### config.mk
export PLATFORM = sky130hd
export DESIGN_NAME = fir_coef_loader
export DESIGN_NICKNAME = d
export VERILOG_FILES = /design/src/rtl/fir_pkg.sv /design/src/rtl/fir_coef_bank.sv /design/src/rtl/fir_coef_loader.sv
export SDC_FILE = /design/constraint.sdc
export NUM_CORES = 1
export LEC_CHECK = 0
export ABC_AREA = 1
export CORE_ASPECT_RATIO = 1.1
export CORE_MARGIN = 2
export CORE_UTILIZATION = 53
export CTS_CLUSTER_SIZE = 12
export DETAILED_ROUTE_END_ITERATION = 7
export PLACE_DENSITY = 0.79
export SETUP_SLACK_MARGIN = 0.2
export SLEW_MARGIN = 20
export SYNTH_ARGS = -nofsm -noshare
export SYNTH_HDL_FRONTEND = slang
export SYNTH_SLANG_ARGS = --single-unit
### constraint.sdc
create_clock -name i_clk -period 3.6 [get_ports i_clk]
set_input_delay 1.08 -clock i_clk [delete_from_list [all_inputs] [get_ports i_clk]]
set_output_delay 1.08 -clock i_clk [all_outputs]
set_load 0.1 [all_outputs]
### src/rtl/fir_pkg.sv
// Shared definitions for the FIR tap chain and its coefficient loader.
// FIR_COEF_SYMMETRIC_EN selects half-length (linear-phase) coefficient frames.
package fir_pkg;

    localparam int DEFAULT_DATA_WIDTH = 24;

    typedef enum logic {
        ST_LOAD    = 1'b0,
        ST_PENDING = 1'b1
    } load_state_t;

    // Number of beats in one coefficient frame.
    function automatic int coef_frame_len(input int num_taps);
`ifdef FIR_COEF_SYMMETRIC_EN
        return (num_taps + 1) / 2;
`else
        return num_taps;
`endif
    endfunction

endpackage

### src/rtl/fir_coef_bank.sv
// Shadow/active coefficient register pair with single-cycle bulk swap.
// FIR_COEF_SYMMETRIC_EN mirrors each write onto tap NUM_TAPS-1-idx.
module fir_coef_bank
    import fir_pkg::*;
#(
    parameter int DATA_WIDTH = DEFAULT_DATA_WIDTH,
    parameter int NUM_TAPS   = 16,
    parameter int IDX_WIDTH  = $clog2(NUM_TAPS + 1)
) (
    input  logic                           i_clk,
    input  logic                           i_rst,
    input  logic                           i_wr_en,
    input  logic [IDX_WIDTH-1:0]           i_wr_idx,
    input  logic [DATA_WIDTH-1:0]          iv_wr_data,
    input  logic                           i_swap,
    output logic [NUM_TAPS*DATA_WIDTH-1:0] ov_active
);

    logic [DATA_WIDTH-1:0] shadow [NUM_TAPS];

    // NOTE: the shadow bank is storage only and is always fully rewritten
    // before use, so it carries no reset; only the visible active bank does.
    always_ff @(posedge i_clk) begin
        for (int k = 0; k < NUM_TAPS; k++) begin
`ifdef FIR_COEF_SYMMETRIC_EN
            if (i_wr_en && (int'(i_wr_idx) == k || int'(i_wr_idx) == NUM_TAPS - 1 - k))
`else
            if (i_wr_en && int'(i_wr_idx) == k)
`endif
                shadow[k] <= iv_wr_data;
        end
    end

    always_ff @(posedge i_clk) begin
        if (i_rst) begin
            ov_active <= '0;
        end else if (i_swap) begin
            for (int k = 0; k < NUM_TAPS; k++)
                ov_active[k*DATA_WIDTH +: DATA_WIDTH] <= shadow[k];
        end
    end

endmodule

### src/rtl/fir_coef_loader.sv
// Framed coefficient loader: collects a frame in a shadow bank, then swaps it
// atomically into the active tap weights. Build option: FIR_COEF_SYMMETRIC_EN.
module fir_coef_loader
    import fir_pkg::*;
#(
    parameter int DATA_WIDTH = DEFAULT_DATA_WIDTH,
    parameter int NUM_TAPS   = 16
) (
    input  logic                             i_clk,
    input  logic                             i_rst,
    input  logic                             i_coef_valid,
    input  logic [DATA_WIDTH-1:0]            iv_coef,
    input  logic                             i_coef_last,
    output logic                             o_coef_ready,
    input  logic                             i_swap_en,
    output logic [NUM_TAPS*DATA_WIDTH-1:0]   ov_weights,
    output logic                             o_bank_valid,
    output logic                             o_swap,
    output logic                             o_frame_err,
    output logic [$clog2(NUM_TAPS+1)-1:0]    ov_load_count
);

    localparam int CW        = $clog2(NUM_TAPS + 1);
    localparam int FRAME_LEN = coef_frame_len(NUM_TAPS);
    localparam logic [CW-1:0] LAST_IDX = CW'(FRAME_LEN - 1);

    load_state_t   state;
    logic [CW-1:0] idx;
    logic          accept;
    logic          do_swap;

    assign accept        = i_coef_valid && o_coef_ready;
    assign do_swap       = (state == ST_PENDING) && i_swap_en;
    assign ov_load_count = idx;

    // NOTE: all state here is registered with non-blocking assignments so every
    // output reflects the same edge and ready never depends on valid.
    always_ff @(posedge i_clk) begin
        if (i_rst) begin
            state        <= ST_LOAD;
            idx          <= '0;
            o_coef_ready <= 1'b0;
            o_bank_valid <= 1'b0;
            o_swap       <= 1'b0;
            o_frame_err  <= 1'b0;
        end else begin
            o_swap      <= 1'b0;
            o_frame_err <= 1'b0;
            case (state)
                ST_LOAD: begin
                    o_coef_ready <= 1'b1;
                    if (accept) begin
                        if (i_coef_last && idx == LAST_IDX) begin
                            state        <= ST_PENDING;
                            o_coef_ready <= 1'b0;
                            idx          <= idx + 1'b1;
                        end else if (i_coef_last || idx == LAST_IDX) begin
                            // Short frame or missing last: drop it and restart.
                            o_frame_err <= 1'b1;
                            idx         <= '0;
                        end else begin
                            idx <= idx + 1'b1;
                        end
                    end
                end
                ST_PENDING: begin
                    if (i_swap_en) begin
                        state        <= ST_LOAD;
                        o_coef_ready <= 1'b1;
                        o_swap       <= 1'b1;
                        o_bank_valid <= 1'b1;
                        idx          <= '0;
                    end
                end
                default: state <= ST_LOAD;
            endcase
        end
    end

    fir_coef_bank #(
        .DATA_WIDTH (DATA_WIDTH),
        .NUM_TAPS   (NUM_TAPS),
        .IDX_WIDTH  (CW)
    ) u_bank (
        .i_clk      (i_clk),
        .i_rst      (i_rst),
        .i_wr_en    (accept),
        .i_wr_idx   (idx),
        .iv_wr_data (iv_coef),
        .i_swap     (do_swap),
        .ov_active  (ov_weights)
    );

endmodule

Word level (Yosys, flattened, before mapping). Memories as Yosys holds them, arrays and structs flattened. A register that Yosys moved wholly into a read port is not among the register bits. Index checks and enable logic that the tools add are counted. W data, S select, Z words.

Memories: 1. Memory bits (writable): 384. Bits in registers: 10. Word-level logic and storage cells: 160.

Memories: u_bank.shadow (depth 16, width 24, read ports 16, clocked after Yosys merged registers in 16, wr ports 1, line fir_coef_bank.sv:19) `logic [DATA_WIDTH-1:0] shadow [NUM_TAPS];`.

Add/subtract/negate cells: 1. Equal/unequal tests: 18. Reductions and logical operators: 40. Mux-type cells: 92. Bitwise operators: 2.

Operators with widths (number): $mux W24 (15); $reduce_or A24 Y1 (15); $mux W4 (15); $mux W1 (55); $eq A5 B5 Y1 const B (8); $eq A5 B4 Y1 const B (5); $mux W5 (4); $logic_and A1 B1 Y1 (19); $eq A5 B3 Y1 const B (2); $pmux W5 S2 (1); $add A5 B1 Y5 const B (1); $eq A5 B2 Y1 const B (1); $logic_not A5 Y1 (1); $pmux W1 S2 (2); $reduce_and A2 Y1 (2); $reduce_or A4 Y1 (1); $ne A2 B1 Y1 const B (1); $ne A2 B2 Y1 const B (1); $not A1 Y1 (2); $reduce_or A2 Y1 (1); $logic_or A1 B1 Y1 (1).

Logic depth before layout (Yosys ltp). Gate-level depths: netlist (run 1).

Depth in word-level cells: 20. Depth in mapped cells: 9.

Modules after synthesis. A second synthesis (run 1) with hierarchy kept.

Cell total of the unflattened synthesis: 2143. Area, all modules: 25410.6 um^2.

By module, submodules not included: fir_coef_bank (cells each 2084, instances 1, area an instance 24946.4 um^2); fir_coef_loader (cells each 59, instances 1, area an instance 464.2 um^2).

Worst setup path before layout (run 1). No wires, ideal clock.

Kind: register -> register. Start: register idx[0], in the netlist ov_load_count[0]. End: memory u_bank.shadow[1][168] in the netlist's numbering (enable). Slack: 0.411 ns. Required time: 3.195 ns. Stages on the path, launching flop included: 7. Arrival time: 2.784 ns. Clock period less this slack: 3.189 ns. Path through: dfxtp_1 -> ha_1 -> nand2_1 -> nor2_1 -> ha_1 -> inv_1 -> nor2_1.

Word-level cells in the longest chain between the ends: 20. Elaborated cells between the ends (all ways): 109. Classes of those cells: 15 x eq/ne; 62 x mux; 32 x reduce/logical.

Ends and longest elaborated chain: start: declaration (line fir_coef_loader.sv:28) `logic [CW-1:0] idx;`; start signal: assignment (line fir_coef_loader.sv:56) `idx <= idx + 1'b1;`; start signal: assignment (line fir_coef_loader.sv:62) `idx <= idx + 1'b1;`; $eq A5 B2 Y1 (line fir_coef_bank.sv:28) `if (i_wr_en && int'(i_wr_idx) == k)`; $logic_and A1 B1 Y1 (line fir_coef_bank.sv:28); $mux W1 (line fir_coef_bank.sv:28); $mux W1 (not written as such) (line fir_coef_bank.sv:30) `shadow[k] <= iv_wr_data;`; $reduce_or A24 Y1 (no source line); $mux W4 (no source line) / $mux W1 (equally long branches) (15 in a row); end: declaration (line fir_coef_bank.sv:19).

Several ways; a longest one is shown, not always the timed one.

Worst setup path in the final report (run 1).
Start: register idx[1], in the netlist ov_load_count[1]. End: output port ov_load_count[1].

RTL lines: end: declaration (line fir_coef_loader.sv:20) `output logic [$clog2(NUM_TAPS+1)-1:0] ov_load_count`.

No word-level cell between the ends.

==> results.json, run 1 <==
{
  "status": "finished, final reports clean",
  "coreArea_um2": 47600,
  "track_usage": 0.270,
  "synth_top_area_share": 0.452,
  "reg2reg_to": "u_bank.shadow[1][172]",
  "cp.depth": 1,
  "netlist_instances": 2142,
  "area_growth_pct": 23.5,
  "rsz0062_at_grt": "no",
  "hold_viol": 0,
  "wl_met1_um": 26200,
  "htreeDepth": 3,
  "critical_path.max_stage_delay_ps": 450,
  "synth_edf_count": 384,
  "ctsResizeCount": 0,
  "yosys_most_used_dff": "dfxtp_1",
  "synthXorXnorAreaFrac": 0,
  "grt_pass1_vias": 16500,
  "dieHeight_um": 234,
  "top_layer": "met4",
  "drtIter0Drc": 1455,
  "synth-simple-area-share": 0.122,
  "rr_worst_depth": 7,
  "clock_latency_ps": 610,
  "cts_tree": "yes",
  "io_pins": 422,
  "async_flop_share": 0,
  "cp_slowest_cell": "dfxtp_1",
  "syn-num-nets": 2176,
  "clk_path_buf_depth": 3,
  "met2WireLength_um": 34000,
  "post-cts-setup-buffers": 0,
  "ys_types": 20,
  "drt_wl_total_um": 68300,
  "r2r_setup_slack_ps": 1560,
  "finalMaxSlewViolations": 0,
  "synth-adder-area-share": 0.00245,
  "dieArea_um2": 49900,
  "ys_seq_area_frac": 0.762,
  "crit_path_start_kind": "flip-flop",
  "grt_max_degree": 191,
  "synth_most_common_cell": "nor2_1",
  "critical_path_required_ps": 2520,
  "final_antenna_net_count": 0,
  "via_per_inst": 5.30,
  "fin_crit_sh": 0.689,
  "wl_per_cell_um": 20.9,
  "dp_hpwl_um": 40900,
  "synth_area_leader_cell": "edfxtp_1",
  "gp_congestion": 0.837,
  "setup_viol": 0,
  "synth_top_family_by_area": "simple AND/OR/NAND/NOR gates",
  "p_per_area_nw_per_um2": 541,
  "worst_pin_slew_ps": 1010,
  "totalPowerFinal_mw": 17.0,
  "crit_chain": "buf_4",
  "p_leak_nw": 11.7,
  "crit_fanout": 6,
  "antenna_cells": 0,
  "multi_input_area_um2": 5210,
  "hp-class": "flip-flop to flip-flop",
  "hold_buffers": 0,
  "yosys_warnings": 0,
  "crit_type": "flip-flop to output port",
  "antenna_found_initial": 0,
  "syn-mean-instance-area_um2": 11.9,
  "cp_num_buf_inv": 1,
  "r2r-start": "ov_load_count[1]",
  "crit_family": "flip-flops",
  "grt_pass1_wl_um": 98600,
  "drc_errors": 0,
  "cap_violations": 0,
  "fillers": 3471,
  "finalSetupTns_ps": 0,
  "nets": 2602,
  "crit_path_end": "ov_load_count[1]",
  "final.min_clock_period_ps": 2480,
  "fmax_mhz": 403,
  "io_buffers": 421,
  "seq_area_um2": 19400,
  "cts-root-buf": "clkbuf_16",
  "start_util": 0.535,
  "drive_gt1_frac": 0.211,
  "rows": 84,
  "routed-wl-met3_um": 4680,
  "cp-end-kind": "output port",
  "arrival_ps": 1400,
  "syn-cell-area_um2": 25500,
  "cts_sinks": 778,
  "synth_mux_area_frac": 0,
  "vdd_drop_max_v": 0.000401,
  "cts_buffers": 76,
  "cts.clk_slew.worst_paths_ps": 60,
  "synth.area.top_cells": "edfxtp_1 45%, dfxtp_1 31%, nor2_1 12%",
  "crit_start": "ov_load_count[1]",
  "via_count": 17300,
  "maxSlewHeadroom": 0.327,
  "ys_ff_latch": 778,
  "synth_compound_area_frac": 0.0774,
  "synth_common_cells": "791 x nor2_1, 394 x dfxtp_1, 384 x edfxtp_1",
  "clock_skew_ps": 15.0,
  "grt_remaining_overflow": 0,
  "chipWidth_um": 213,
  "dr.pass1.iters": 5
}
## worst min path at each step
stage               slack [ps]                   from  cells past startpoint               to
floorplan                  450    u_bank.shadow[0][0]                      2    ov_weights[0]
global placement           460  u_bank.shadow[0][131]                      2  ov_weights[131]
detailed placement         470  u_bank.shadow[0][161]                      2  ov_weights[161]
CTS                        480  u_bank.shadow[0][127]                      2  ov_weights[127]
global route               500   u_bank.shadow[0][92]                      2   ov_weights[92]
finish                     470    u_bank.shadow[0][1]                      2    ov_weights[1]
## cell type report
cell class,count,area share
Inverter,14,0.00215
Tap cell,645,0.0256
Timing Repair Buffer,476,0.119
Clock buffer,130,0.0708
Multi-Input combinational cell,1222,0.165
Sequential cell,778,0.617
Clock inverter,4,0.000596
## state kept, by name, indices dropped and copies added, names as in the netlist
name	flops
ov_weights	384
o_coef_ready	1
o_bank_valid	1
o_frame_err	1
o_swap	1
state	1
ov_load_count	5
u_bank.shadow	384
## report_power, final
| part | total (mW) | internal [mW] | switching (mW) | leakage (nW) |
|---|---|---|---|---|
| combinational | 0.424 | 0.112 | 0.312 | 4.00 |
| sequential | 9.31 | 9.30 | 0.00646 | 6.63 |
| clock | 7.30 | 4.19 | 3.11 | 1.08 |
## layout by cell type (no fill, tap or decap), types with 3 or more instances in the layout
cell type / count
a21oi_1: 7
buf_12: 8
buf_4: 440
clkbuf_1: 47
clkbuf_16: 81
clkdlybuf4s50_1: 27
clkinv_2: 3
dfxtp_1: 394
edfxtp_1: 384
ha_1: 5
inv_1: 12
nand2_1: 20
nand3_1: 9
nor2_1: 775
nor2_2: 14
o21ai_0: 77
o21ai_1: 310
## per-stage QoR
| step | setup slack (ps) | area (um^2) | cells | util | hold WS [ps] |
|---|---|---|---|---|---|
| detailed placement | 505 | 29200 | 3135 | 0.614 | 469 |
| global route | 1040 | 31500 | 3269 | 0.661 | 500 |
| floorplan | 411 | 25500 | 2142 | - | 455 |
| CTS | 1090 | 31500 | 3269 | 0.661 | 481 |
| finish | 1120 | 31500 | 3269 | 0.661 | 473 |
| global placement | 503 | 29200 | 3135 | 0.614 | 461 |
## metal layers
layer / global-route usage / vias up
met2: 0.457 / 721
met3: 0.0439 / 170
met1: 0.331 / 8384
met5: 0 / -
li1: - / 8057
met4: 0.152 / 0
## logic make-up (layout without fill, tap and decap cells)
group / Yosys count / in the layout
adders and majority gates: 5 / 5
DFF: 778 / 778
buffers and inverters: 142 / 624
AOI/OAI and AO/OA: 394 / 394
and+or+nand+nor: 823 / 823
Note: power is estimated with default switching activity, not from simulation.
==> run 2: changes to the inputs <==
==> constraint.sdc (replaced) <==
create_clock -name i_clk -period 2.39 [get_ports i_clk]
set_input_delay 0.717 -clock i_clk [delete_from_list [all_inputs] [get_ports i_clk]]
set_output_delay 0.717 -clock i_clk [all_outputs]
set_load 0.1 [all_outputs]
==> run 2 against run 1 <==
Net effect:
- largest cell class unchanged
- power rose by 50%
- clock-buffer cell count increased by 5
- sequential cell count is the same
- non-clock buffer count increased by 24
- combinational power grew 57%
- first-iteration DRC count is 6.0% higher
==> results.json, run 2 (synthesis results as in run 1) <==
{
  "cts-root-buf": "clkbuf_16",
  "critical_path.max_stage_delay_ps": 440,
  "grt_pass1_vias": 16900,
  "drc_errors": 0,
  "track_usage": 0.274,
  "wl_per_cell_um": 20.7,
  "antenna_cells": 0,
  "hold_buffers": 0,
  "cts_tree": "yes",
  "crit_fanout": 2,
  "clock_skew_ps": 10.3,
  "start_util": 0.535,
  "final.min_clock_period_ps": 2080,
  "htreeDepth": 3,
  "cp-end-kind": "output port",
  "ctsResizeCount": 0,
  "dr.pass1.iters": 5,
  "dp_worst_setup_slack_ps": -207,
  "status": "finished, final reports clean",
  "via_per_inst": 5.30,
  "io_pins": 422,
  "multi_input_area_um2": 5210,
  "crit_type": "flip-flop to output port",
  "final_antenna_net_count": 0,
  "crit_path_start_kind": "flip-flop",
  "fillers": 3346,
  "setup_viol": 0,
  "io_buffers": 421,
  "nets": 2626,
  "hp-class": "flip-flop to flip-flop",
  "chipWidth_um": 213,
  "p_leak_nw": 11.9,
  "cp_num_buf_inv": 1,
  "vdd_drop_max_v": 0.000477,
  "cp_slowest_cell": "dfxtp_1",
  "dieArea_um2": 49900,
  "hold_viol": 0,
  "drtIter0Drc": 1542,
  "cap_violations": 0,
  "drt_wl_total_um": 68300,
  "mostFrequentLayoutCells": "775 x nor2_1, 434 x buf_4, 389 x dfxtp_1, 384 x edfxtp_1, 310 x o21ai_1",
  "grt_max_degree": 79,
  "worst_pin_slew_ps": 467,
  "p_per_area_nw_per_um2": 798,
  "grt_pass1_wl_um": 100000,
  "dieHeight_um": 234,
  "fin_crit_sh": 0.871,
  "antenna_found_initial": 3,
  "rsz0062_at_grt": "no",
  "crit_chain": "buf_4",
  "via_count": 17500,
  "finalMaxSlewViolations": 0,
  "cts_buffers": 76,
  "final_common_cell": "nor2_1",
  "area_growth_pct": 25.7,
  "crit_family": "flip-flops",
  "gp_congestion": 0.843,
  "maxSlewHeadroom": 0.688,
  "fmax_mhz": 480,
  "dp_hpwl_um": 42500,
  "arrival_ps": 1370,
  "drive_gt1_frac": 0.219,
  "grt_remaining_overflow": 0,
  "totalPowerFinal_mw": 25.6,
  "critical_path_required_ps": 1670,
  "setup_slack_ps": 307,
  "clock_latency_ps": 600,
  "post-cts-setup-buffers": 0,
  "clk_path_buf_depth": 3,
  "cts.clk_slew.worst_paths_ps": 60,
  "coreArea_um2": 47600,
  "cts_sinks": 778,
  "rows": 84,
  "seq_area_um2": 19400
}
-- run 2: changes by cell type in the layout (fill, tap and decap cells not counted), sizes merged --
cell | previous run | this run
clkbuf | 130 | 135
buf | 449 | 472
clkdlybuf4s50 | 27 | 28
clkinv | 4 | 3
inv | 14 | 15
-- run 2: where the power goes --
part | total (mW) | switching, mW | leakage (nW) | internal [mW]
combinational | 0.665 | 0.477 | 4.22 | 0.187
sequential | 14.0 | 0.00970 | 6.63 | 14.0
clock | 10.9 | 4.67 | 1.07 | 6.22
total | 25.6 | 5.16 | 11.9 | 20.4
-- run 2: path summary, 6_finish.rpt --
path / from / end / slack (ps) / depth (start not counted)
hold reg to reg: u_bank.shadow[0][16] / ov_weights[16] / 470 / 2
hold / removal: u_bank.shadow[0][16] / ov_weights[16] / 470 / 2
setup reg to reg: ov_load_count[0] / u_bank.shadow[1][173] / 630 / 7
setup / recovery: ov_weights[63] / ov_weights[63] / 310 / 1
-- run 2: per-stage QoR --
stage / hold WS, ps / utilization / cells / TNS (ps) / cell area, um^2
after detailed placement: 468 / 0.626 / 3159 / -57400 / 29800
after global placement: 462 / 0.626 / 3159 / -57340 / 29800
after floorplan: 455 / - / 2142 / 0 / 25500
after global routing: 497 / 0.673 / 3298 / 0 / 32000
after CTS: 480 / 0.673 / 3298 / 0 / 32000
final: 472 / 0.673 / 3298 / 0 / 32000
-- run 2: cell type report --
class,count,share of cell area
Tap cell,645,0.0252
Multi-Input combinational cell,1222,0.163
Timing Repair Buffer,500,0.134
Inverter,14,0.00211
Sequential cell,778,0.606
Clock inverter,4,0.000742
Clock buffer,135,0.0689
-- run 2: per-layer routing --
| layer | wire length [um] | part of all wire | GRT usage | vias to the layer above |
|---|---|---|---|---|
| met5 | 0 | 0 | 0 | - |
| met4 | 3520 | 0.051 | 0.153 | 0 |
| met3 | 5190 | 0.076 | 0.0447 | 178 |
| met2 | 33800 | 0.50 | 0.457 | 793 |
| met1 | 25800 | 0.38 | 0.342 | 8367 |
| li1 | - | - | - | 8129 |
==> run 3: changes to the inputs <==
==> constraint.sdc (replaced) <==
create_clock -name i_clk -period 2.39 [get_ports i_clk]
set_input_delay 0.717 -clock i_clk [delete_from_list [all_inputs] [get_ports i_clk]]
set_output_delay 0.717 -clock i_clk [all_outputs]
set_load 0.05 [all_outputs]
==> run 3 against run 2 <==
Net effect:
- die area is the same
- critical path depth is the same
- critical endpoint is now ov_weights[271]
- largest power group unchanged
- sequential cell count is the same
==> results.json, run 3 (synthesis results as in run 1) <==
{
  "status": "finished, final reports clean",
  "setup_viol": 0,
  "cts_sinks": 778,
  "fin_crit_sh": 0.913,
  "final.min_clock_period_ps": 2180,
  "dp_worst_setup_slack_ps": -224,
  "via_count": 17700,
  "mostFrequentLayoutCells": "775 x nor2_1, 394 x dfxtp_1, 384 x edfxtp_1, 310 x o21ai_1, 270 x clkdlybuf4s15_2",
  "seq_area_um2": 19400,
  "p_clk_frac": 0.435,
  "hold_viol": 0,
  "drive_gt1_frac": 0.216,
  "fillers": 3248,
  "rr_worst_depth": 7,
  "cap_violations": 0,
  "gp_congestion": 0.855,
  "critical_path.max_stage_delay_ps": 440,
  "area_growth_pct": 29.1,
  "grt_remaining_overflow": 0,
  "hold_slack_ps": 474,
  "finalMaxSlewViolations": 0,
  "drt_wl_total_um": 71300,
  "r2r-start": "ov_load_count[0]",
  "clock_skew_ps": 23.1,
  "r2r_setup_slack_ps": 460,
  "track_usage": 0.283,
  "grt_pass1_wl_um": 103000,
  "drtIter0Drc": 1574,
  "worst_pin_slew_ps": 490,
  "setup_slack_ps": 207,
  "crit_path_start_kind": "flip-flop",
  "sequentialPowerShare": 0.540,
  "start_util": 0.535,
  "wl_met1_um": 26600,
  "crit_chain": "clkdlybuf4s15_2",
  "cp_slowest_cell": "dfxtp_1",
  "postLayoutCoreUtil": 0.691,
  "hp-class": "flip-flop to flip-flop",
  "vdd_drop_max_v": 0.000637,
  "rsz0062_at_grt": "no",
  "rows": 84,
  "final_antenna_net_count": 0,
  "htreeDepth": 3,
  "hold_path_depth": 2,
  "via_per_inst": 5.38,
  "cp-end-kind": "output port",
  "final_common_cell": "nor2_1",
  "hold_path.startpoint": "u_bank.shadow[1][67]",
  "swShare": 0.205,
  "coreArea_um2": 47600,
  "critical_path_required_ps": 1670,
  "reg2reg_to": "u_bank.shadow[1][169]",
  "antenna_found_initial": 1,
  "cp_num_buf_inv": 1,
  "cts_buffers": 77,
  "routed-wl-met3_um": 5260,
  "dr.pass1.iters": 5,
  "grt_pass1_vias": 17300,
  "p_leak_nw": 11.4,
  "cts-root-buf": "clkbuf_16",
  "met2WireLength_um": 35200,
  "clk_path_buf_depth": 3,
  "hold_end": "ov_weights[259]",
  "crit_family": "flip-flops",
  "io_pins": 422,
  "fmax_mhz": 458,
  "totalPowerFinal_mw": 26.0,
  "cts.clk_slew.worst_paths_ps": 60,
  "drc_errors": 0,
  "crit_type": "flip-flop to output port",
  "internal_power_mw": 20.6,
  "top_layer": "met4",
  "cts_tree": "yes",
  "crit_fanout": 2,
  "hold_buffers": 0,
  "p_sw_mw": 5.33,
  "nets": 2625,
  "dieHeight_um": 234,
  "clock_latency_ps": 620,
  "chipWidth_um": 213,
  "finalSetupTns_ps": 0,
  "maxSlewHeadroom": 0.674,
  "dieArea_um2": 49900,
  "arrival_ps": 1470,
  "wl_per_cell_um": 21.6,
  "multi_input_area_um2": 5210,
  "p_per_area_nw_per_um2": 789,
  "dp_hpwl_um": 43300,
  "io_buffers": 421,
  "grt_max_degree": 71,
  "pwr-share-comb": 0.025
}
## run 3: worst max-delay path by stage
stage / slack [ps] / cells past startpoint / start / to
2_1_floorplan: 90 / 4 / o_coef_ready / u_bank.shadow[0][0]
3_3_place_gp: -230 / 6 / i_coef_valid / u_bank.shadow[1][152]
3_5_place_dp: -220 / 6 / i_coef_valid / u_bank.shadow[1][158]
4_1_cts: 150 / 1 / ov_weights[113] / ov_weights[113]
5_1_grt: 200 / 1 / ov_weights[368] / ov_weights[368]
6_report: 210 / 1 / ov_weights[271] / ov_weights[271]
## run 3: worst min-delay path, delay by kind of cell (launching register included)
family	cells	cell delay, ps
DFF	1	320
and+or+nand+nor	1	70
AOI/OAI and AO/OA	1	60
## run 3: timing repair
item | in CTS | in global routing
resized for setup | 927 | 220
setup endpoints to repair | 384 | 113
setup buffers | 0 | 0
## run 3: area by class of cell
type	count	share of cell area
clock inverters	6	0.00186
repair buffers	498	0.154
diodes	1	0.0000761
clock buffers	136	0.0691
inverters	14	0.00205
multi-input cells	1222	0.158
well taps	645	0.0245
flip-flops and latches	778	0.590
## run 3: metal layers
layer / track usage / vias up
li1: - / 8144
met1: 0.341 / 8512
met2: 0.478 / 873
met3: 0.0471 / 210
met4: 0.177 / 0
met5: 0 / -
## run 3: per-stage QoR
step / instances / cell area [um^2]
2_1_floorplan: 2142 / 25500
6_report: 3300 / 32900
5_1_grt: 3299 / 32900
3_3_place_gp: 3157 / 30800
3_5_place_dp: 3157 / 30800
4_1_cts: 3299 / 33300
## run 3: power groups by stage
stage	Clock [mW]	Sequential (mW)	Combinational (mW)
floorplan	0	14.3	0.253
global placement	0	14.3	0.636
detailed placement	0	14.3	0.647
CTS	11.4	14.0	0.653
global route	12.0	14.0	0.698
finish	11.3	14.0	0.661
